`config.mk`:
```
export PLATFORM = sky130hd
export DESIGN_NAME = dma_step_sequencer
export DESIGN_NICKNAME = d
export VERILOG_FILES = /design/src/rtl/dma_step_sequencer.sv
export SDC_FILE = /design/constraint.sdc
export NUM_CORES = 1
export LEC_CHECK = 0
export ABC_AREA = 1
export CAP_MARGIN = 10
export CORE_UTILIZATION = 40
export CTS_CLUSTER_SIZE = 16
export DETAILED_ROUTE_END_ITERATION = 16
export PLACE_DENSITY = 0.62
export SYNTH_ARGS = -nofsm -noshare
export SYNTH_HDL_FRONTEND = slang
export SYNTH_SLANG_ARGS = --single-unit
```
`constraint.sdc`:
```
create_clock -name i_clk -period 1.8 [get_ports i_clk]
set_clock_uncertainty 0.05 [all_clocks]
set_input_delay 0.36 -clock i_clk [delete_from_list [all_inputs] [get_ports i_clk]]
set_output_delay 0.36 -clock i_clk [all_outputs]
set_load 0.01 [all_outputs]
```
`src/rtl/dma_step_sequencer.sv`:
```
// rtl/dma_step_sequencer.sv - block-transfer instruction sequencer driving the datapath decoder I bus
module dma_step_sequencer #(
    parameter int unsigned MAX_WAIT = 255
) (
    input  logic        i_clk,
    input  logic        i_rst_n,
    input  logic        i_start,
    input  logic        i_abort,
    input  logic        i_host_req,
    input  logic [2:0]  i_host_op,
    input  logic        i_dreq,
    input  logic        i_wcz,
    output logic [2:0]  o_i,
    output logic        o_ival,
    output logic        o_host_gnt,
    output logic        o_dack,
    output logic        o_busy,
    output logic        o_done,
    output logic        o_tout,
    output logic [15:0] o_xfer_cnt
);

    localparam logic [15:0] LP_TIMER_LAST = 16'(MAX_WAIT - 1);
    localparam logic [2:0]  LP_OP_LOAD    = 3'b100;
    localparam logic [2:0]  LP_OP_STEP    = 3'b111;

    typedef enum logic [1:0] {
        S_IDLE = 2'd0,
        S_LOAD = 2'd1,
        S_WAIT = 2'd2,
        S_STEP = 2'd3
    } state_t;

    state_t      r_state, w_state_nxt;
    logic [15:0] r_timer, w_timer_nxt;
    logic [15:0] r_xfer_cnt, w_xfer_cnt_nxt;
    logic [2:0]  r_i, w_i_nxt;
    logic        r_ival, w_ival_nxt;
    logic        r_host_gnt, w_host_gnt_nxt;
    logic        r_dack, w_dack_nxt;
    logic        r_busy;
    logic        r_done, w_done_nxt;
    logic        r_tout, w_tout_nxt;
    logic        w_host_new;
    logic        w_readback;

    // A request still high during its own grant cycle must not be granted twice.
    assign w_host_new = i_host_req & ~r_host_gnt;
    assign w_readback = (i_host_op != 3'b000) & ~i_host_op[2];

    always_comb begin
        w_state_nxt    = r_state;
        w_timer_nxt    = r_timer;
        w_xfer_cnt_nxt = r_xfer_cnt;
        w_i_nxt        = r_i;
        w_ival_nxt     = 1'b0;
        w_host_gnt_nxt = 1'b0;
        w_dack_nxt     = 1'b0;
        w_done_nxt     = 1'b0;
        w_tout_nxt     = 1'b0;
        case (r_state)
            S_IDLE: begin
                if (i_start) begin
                    w_state_nxt    = S_LOAD;
                    w_xfer_cnt_nxt = 16'd0;
                    w_i_nxt        = LP_OP_LOAD;
                    w_ival_nxt     = 1'b1;
                end else if (w_host_new) begin
                    w_host_gnt_nxt = 1'b1;
                    if (i_host_op != LP_OP_STEP) begin
                        w_i_nxt    = i_host_op;
                        w_ival_nxt = 1'b1;
                    end
                end
            end
            S_LOAD: begin
                w_state_nxt = S_WAIT;
                w_timer_nxt = 16'd0;
            end
            S_WAIT: begin
                if (i_abort) begin
                    w_state_nxt = S_IDLE;
                end else if (i_wcz) begin
                    w_state_nxt = S_IDLE;
                    w_done_nxt  = 1'b1;
                end else if (i_dreq) begin
                    w_state_nxt = S_STEP;
                    w_i_nxt     = LP_OP_STEP;
                    w_ival_nxt  = 1'b1;
                    w_dack_nxt  = 1'b1;
                end else if (r_timer == LP_TIMER_LAST) begin
                    w_state_nxt = S_IDLE;
                    w_tout_nxt  = 1'b1;
                end else begin
                    w_timer_nxt = r_timer + 16'd1;
                    if (w_host_new && w_readback) begin
                        w_host_gnt_nxt = 1'b1;
                        w_i_nxt        = i_host_op;
                        w_ival_nxt     = 1'b1;
                    end
                end
            end
            S_STEP: begin
                w_state_nxt    = S_WAIT;
                w_timer_nxt    = 16'd0;
                w_xfer_cnt_nxt = r_xfer_cnt + 16'd1;
            end
            default: w_state_nxt = S_IDLE;
        endcase
    end

    always_ff @(posedge i_clk or negedge i_rst_n) begin
        if (!i_rst_n) begin
            r_state    <= S_IDLE;
            r_timer    <= 16'd0;
            r_xfer_cnt <= 16'd0;
            r_i        <= 3'b000;
            r_ival     <= 1'b0;
            r_host_gnt <= 1'b0;
            r_dack     <= 1'b0;
            r_busy     <= 1'b0;
            r_done     <= 1'b0;
            r_tout     <= 1'b0;
        end else begin
            r_state    <= w_state_nxt;
            r_timer    <= w_timer_nxt;
            r_xfer_cnt <= w_xfer_cnt_nxt;
            r_i        <= w_i_nxt;
            r_ival     <= w_ival_nxt;
            r_host_gnt <= w_host_gnt_nxt;
            r_dack     <= w_dack_nxt;
            r_busy     <= (w_state_nxt != S_IDLE);
            r_done     <= w_done_nxt;
            r_tout     <= w_tout_nxt;
        end
    end

    assign o_i        = r_i;
    assign o_ival     = r_ival;
    assign o_host_gnt = r_host_gnt;
    assign o_dack     = r_dack;
    assign o_busy     = r_busy;
    assign o_done     = r_done;
    assign o_tout     = r_tout;
    assign o_xfer_cnt = r_xfer_cnt;

endmodule

```
==> results of run 1 <==
per-layer routing:
| layer | vias up | part of all wire | global-route usage |
|---|---|---|---|
| li1 | 1257 | - | - |
| met1 | 1075 | 0.50 | 0.2706 |
| met2 | 72 | 0.43 | 0.3143 |
| met3 | 8 | 0.059 | 0.03596 |
| met4 | 0 | 0.014 | 0.06786 |
| met5 | - | 0 | 0 |
registers in the layout (all words and copies together) (netlist names):
register,cells
o_busy,1
o_dack,1
o_done,1
o_host_gnt,1
o_i,3
o_ival,1
o_tout,1
o_xfer_cnt,16
r_state,2
r_timer,16
cells by family (layout without fill, tap and decap cells):
| kind of cell | count (synthesis) | in the layout | share of synthesized area |
|---|---|---|---|
| xor+xnor | 6 | 6 | 0.02093 |
| simple gates | 216 | 216 | 0.3682 |
| fa+ha+maj | 3 | 3 | 0.01495 |
| compound gates | 36 | 36 | 0.07673 |
| flops | 43 | 43 | 0.4285 |
| buf+inv | 55 | 107 | 0.09068 |
synth_stat cells, types with 3 or more instances:
cell type / count
nand2_1: 115
inv_1: 47
dfrtp_1: 43
nand3_1: 37
nor2_1: 35
o21ai_0: 28
nand4_1: 12
nor3_1: 9
xor2_1: 6
ha_1: 3
worst paths after layout:
kind / to / slack, ps / depth (start not counted)
min reg2reg: o_i[1] / 460 / 2
max: o_xfer_cnt[11] / 80 / 1
min: o_i[1] / 460 / 2
max reg2reg: o_i[1] / 210 / 9
max in group asynchronous: r_state[1] / 690 / 3
min in group asynchronous: r_timer[2] / 510 / 2
through the flow:
stage / power [mW] / hold WS (ps) / instances / util
global route: 3.071 / 483.5 / 486 / 0.5261
detailed placement: 2.117 / 311.2 / 477 / 0.5044
CTS: 2.912 / 466.6 / 486 / 0.5257
floorplan: 1.690 / 14.41 / 359 / -
finish: 2.878 / 460.5 / 486 / 0.5261
global placement: 2.108 / 302.5 / 477 / 0.5044
power by group:
group	total [mW]	internal [mW]	switching [mW]
Clock	0.784	0.449	0.335
Sequential	1.21	1.09	0.119
Combinational	0.885	0.408	0.477
Total	2.88	1.95	0.930
what timing repair did:
| item | in CTS | in global routing |
|---|---|---|
| endpoints found under the setup margin | 0 | 13 |
| endpoints found under the hold margin | 18 | 0 |
| gates resized for setup | 0 | 1 |
| hold buffers | 1 | 0 |
layout make-up:
class                           count  area (sq um)
Multi-Input combinational cell    261          1210
Fill cell                         587          2839
Tap cell                           75         93.84
Sequential cell                    43          1076
Inverter                           49         183.9
Clock inverter                      2         35.03
Timing Repair Buffer               50         470.5
Clock buffer                        6         82.58
==> flow_metrics.py, run 1 <==
metrics = {
    "run_status": {
        "outcome": "finished clean",
    },
    "cts": {
        "numClockSinks": 43,
        "clock_latency_ps": 300,
        "clockBufferDepth": 2,
        "cts_tree": "done",
        "path_clk_slew_ps": 80,
        "cts_root_buf": "clkbuf_8",
        "cts_buffers": 5,
        "cts_setup_buffers": 0,
        "cts_max_level": 2,
    },
    "logic_synthesis": {
        "syn_inst": 359,
        "synth.net_count": 372,
        "ys_seq_area_frac": 0.4285,
        "syn_area_sq_mm": 0.002511,
        "synth_edf_count": 0,
        "synth_area_leaders": "dfrtp_1 (43%), nand2_1 (17%), nand3_1 (7.4%)",
        "yosys.cell_types.count": 25,
        "synth-async-reset-ratio": 1.000,
        "synth_top_area_share": 0.4285,
        "ys_ff_latch": 43,
        "yosysWarnings": 0,
        "yosysTopAreaCell": "dfrtp_1",
        "synthFlopType": "dfrtp_1",
        "syn_area_per_cell_sq_um": 6.995,
    },
    "worst_setup_path": {
        "crit_slowest_cell": "clkdlybuf4s50_1",
        "crit_type": "flip-flop to output pin",
        "cp.required_ps": 1390,
        "crit_arrival_ps": 1310,
        "startpoint_type": "flip-flop",
        "endpoint_kind": "output pin",
        "critPathMaxStageDelay_ps": 570,
        "worstPathMaxFanout": 5,
        "path_buf_inv": 1,
        "crit_family": "buffers and inverters",
        "reg2reg_from": "r_timer[0]",
        "worstSetupStartpoint": "o_xfer_cnt[11]",
        "worstPathCellList": "clkdlybuf4s50_1",
    },
    "flow_run": {
        "maxCapViolCount": 0,
    },
    "power": {
        "max-vdd-ir-drop_v": 0.0004244,
        "p_leak_nw": 1.497,
        "p_per_area_mw_per_mm2": 913.0,
    },
    "grt": {
        "grt_start_max_net_pins": 26,
        "grt_pass1_vias": 2271,
        "grt_pass1_wl_mm": 10.07,
        "groute.usage.overall": 0.1984,
        "gr-total-overflow": 0,
        "antenna_found_initial": 0,
    },
    "finish": {
        "final_area_sq_mm": 0.003152,
        "syn2layout_area_growth_pct": 25.51,
        "layout_commonest_cell": "nand2_1",
        "num_antenna_cells": 0,
        "final_cell_mix": "nand2_1 (115), inv_1 (47), dfrtp_1 (43)",
        "drive_above_1_share": 0.08029,
        "nets": 423,
    },
    "sta": {
        "finalHoldViolCount": 0,
        "finalSetupTns_ps": 0,
        "max_freq_mhz": 582.0,
        "setup_viol": 0,
        "period_share": 0.9545,
        "finalCriticalPeriod_ps": 1718,
        "max_slew_margin": 0.6651,
        "rsz0062_at_grt": "yes",
        "drv_slew": 0,
        "timing.final.ws_setup_ps": 81.90,
        "tightest_slew_ps": 502.3,
    },
    "floorplan": {
        "fp.dieH_um": 81.24,
        "rows": 28,
        "dieArea_sq_mm": 0.006599,
        "dieWidth_um": 81.24,
        "core_sq_mm": 0.005991,
        "ios": 35,
        "start_util": 0.4192,
    },
    "place": {
        "place_area_sq_mm": 0.003022,
        "numPortBuffers": 34,
        "gp_congestion": 0.8843,
        "place_ws_ps": -18.31,
        "dp_hpwl_mm": 4.408,
    },
    "detailed_routing": {
        "drtIter0Drc": 136,
        "viasPerCell": 4.963,
        "ant_nets": 0,
        "vias": 2412,
        "routed_wl_mm": 5.887,
        "route.detailed.drc": 0,
        "routedWlPerCell_um": 12.11,
        "drt-pass1-iter-count": 4,
    },
    "min_path": {
        "hold_start": "o_i[1]",
        "min_path_type": "flip-flop to flip-flop",
    },
}
Note: power is estimated with default switching activity, not from simulation.
==> inputs of run 2 (changes only) <==
--- a/config.mk
+++ b/config.mk
@@ -5,12 +5,11 @@
 export SDC_FILE = /design/constraint.sdc
 export NUM_CORES = 1
 export LEC_CHECK = 0
-export ABC_AREA = 1
 export CAP_MARGIN = 10
 export CORE_UTILIZATION = 40
 export CTS_CLUSTER_SIZE = 16
 export DETAILED_ROUTE_END_ITERATION = 16
-export PLACE_DENSITY = 0.62
+export PLACE_DENSITY = 0.63
 export SYNTH_ARGS = -nofsm -noshare
 export SYNTH_HDL_FRONTEND = slang
 export SYNTH_SLANG_ARGS = --single-unit
==> flow_metrics.py, run 2 <==
metrics = {
    "sta": {
        "finalCriticalPeriod_ps": 2142,
        "finalHoldViolCount": 0,
        "period_share": 1.190,
        "setup_viol": 13,
        "max_slew_margin": 0.6353,
        "drv_slew": 0,
        "timing.final.ws_setup_ps": -342.5,
        "rsz0062_at_grt": "yes",
        "tightest_slew_ps": 547.1,
        "max_freq_mhz": 466.8,
    },
    "logic_synthesis": {
        "ys_seq_area_frac": 0.4705,
        "synth_edf_count": 0,
        "yosysMostFrequentCell": "dfrtp_1",
        "ys_ff_latch": 43,
        "synth.net_count": 252,
        "syn_inst": 239,
        "ys_top_cells_by_count": "dfrtp_1 (43), nand2_1 (23), nor2_1 (18)",
        "synth-async-reset-ratio": 1.000,
        "synthFlopType": "dfrtp_1",
        "yosysWarnings": 0,
        "synth_top_area_share": 0.4705,
        "yosysTopAreaCell": "dfrtp_1",
        "syn_area_per_cell_sq_um": 9.570,
        "synth_area_leaders": "dfrtp_1 (47%), mux2_2 (5.4%), nand2_1 (3.8%)",
        "syn_area_sq_mm": 0.002287,
        "yosys.cell_types.count": 36,
    },
    "worst_setup_path": {
        "r2r_slack_ps": -340,
        "worstSetupStartpoint": "r_state[0]",
        "crit_type": "flip-flop to flip-flop",
        "crit_arrival_ps": 2280,
        "worstPathMaxFanout": 4,
        "r2r-end": "o_i[1]",
        "cp.required_ps": 1930,
        "critPathMaxStageDelay_ps": 510,
        "startpoint_type": "flip-flop",
        "worstPathCellList": "or4b_4 -> or4_4 -> o211ai_4 -> mux2_4",
        "crit_slowest_cell": "or4_4",
        "endpoint_kind": "flip-flop",
        "crit_family": "simple AND/OR/NAND/NOR gates",
        "path_buf_inv": 0,
        "worstRegToRegCells": 4,
        "reg2reg_from": "r_state[0]",
    },
    "finish": {
        "layout_commonest_cell": "buf_4",
        "finalNonFillerCells": 393,
        "syn2layout_area_growth_pct": 43.44,
        "drive_above_1_share": 0.2835,
        "nets": 333,
        "num_antenna_cells": 0,
        "fillers": 465,
        "final_cell_mix": "buf_4 (47), dfrtp_1 (43), clkdlybuf4s50_1 (30)",
    },
    "floorplan": {
        "rows": 27,
        "ios": 35,
        "dieWidth_um": 77.62,
        "core_sq_mm": 0.005507,
        "fp.dieH_um": 77.62,
        "dieArea_sq_mm": 0.006024,
        "start_util": 0.4154,
    },
    "place": {
        "place_ws_ps": -855.7,
        "dp.cells": 383,
        "gp_congestion": 0.8378,
        "numPortBuffers": 34,
        "dp_hpwl_mm": 3.945,
    },
    "power": {
        "p_per_area_mw_per_mm2": 892.6,
        "max-vdd-ir-drop_v": 0.0004610,
        "p_leak_nw": 1.416,
        "power.total_mw": 2.928,
    },
    "detailed_routing": {
        "drtIter0Drc": 73,
        "viasPerCell": 5.369,
        "routed_wl_mm": 5.458,
        "route.detailed.drc": 0,
        "vias": 2110,
        "routedWlPerCell_um": 13.89,
        "drt-pass1-iter-count": 4,
        "ant_nets": 0,
    },
    "cts": {
        "path_clk_slew_ps": 90,
        "clockBufferDepth": 2,
        "cts_tree": "done",
        "cts_buffers": 5,
        "cts_root_buf": "clkbuf_8",
        "numClockSinks": 43,
        "hold_buffers": 0,
        "clock_latency_ps": 300,
        "cts_max_level": 2,
    },
    "grt": {
        "grt_start_max_net_pins": 44,
        "antenna_found_initial": 0,
        "groute.usage.overall": 0.2002,
        "gr-total-overflow": 0,
        "grt_pass1_wl_mm": 9.522,
        "grt_pass1_vias": 2014,
    },
    "run_status": {
        "violations": "setup timing",
        "outcome": "finished, violations left",
    },
    "flow_run": {
        "maxCapViolCount": 0,
    },
    "min_path": {
        "min_path_type": "input port to async pin",
    },
}
[run 2: cell types whose count changed after synthesis, sizes merged, moves of 14 or more]
cell | before | now
nand2 | 116 | 23
inv | 49 | 9
nand3 | 37 | 12
nor2 | 38 | 18
o21ai | 28 | 11
a21oi | 2 | 16
[run 2: power by group]
group	internal, mW	switching (mW)
clock network	0.414	0.355
logic	0.512	0.443
registers	1.10	0.109
total	2.02	0.907
[run 2: layout make-up]
cell class	count	area [sq um]	area share
inverters	9	33.78	0.01030
multi-input cells	178	1260	0.3841
well taps	72	90.09	0.02746
repair buffers	83	708.2	0.2159
flip-flops and latches	43	1076	0.3280
clock inverters	3	43.79	0.01335
clock buffers	5	68.82	0.02098
[run 2: logic make-up (layout without fill, tap and decap cells)]
kind of cell	Yosys count	in the layout	synth area share
and+or+nand+nor	108	108	0.2631
AOI/OAI and AO/OA	49	49	0.1357
DFF	43	43	0.4705
muxes	18	18	0.08479
buffers and inverters	18	100	0.02954
adders and majority gates	3	3	0.01641
[run 2: metal layers]
metal  GRT usage  share of wire  vias up
li1            -              -     1045
met1      0.2652           0.47     1011
met2      0.3354           0.49       50
met3     0.03294          0.033        4
met4     0.05849         0.0088        0
met5           0              0        -
[run 2: timing repair]
action	CTS	global route
pin swaps	12	4
setup buffers	1	1
setup endpoints to repair	18	24
gates resized for setup	9	11
hold endpoints to repair	0	0
[run 2: how the worst max path moves through the flow]
stage,cells after the start,slack [ps],end
final,4,-340,o_i[1]
after CTS,4,-380,o_i[1]
after detailed placement,5,-860,o_i[0]
after floorplan,4,-380,o_i[0]
after global placement,5,-840,o_i[2]
after global routing,4,-390,o_i[1]
[run 2: per-stage QoR]
| stage | hold slack, ps | utilization | TNS, ps | instance area [sq um] |
|---|---|---|---|---|
| global route | 123.9 | 0.5958 | -3279 | 3281 |
| floorplan | 14.41 | - | -1556 | 2376 |
| CTS | 98.26 | 0.5867 | -1539 | 3231 |
| detailed placement | 418.5 | 0.5610 | -11080 | 3089 |
| finish | 82.19 | 0.5958 | -1543 | 3281 |
| global placement | 421.2 | 0.5610 | -10820 | 3089 |
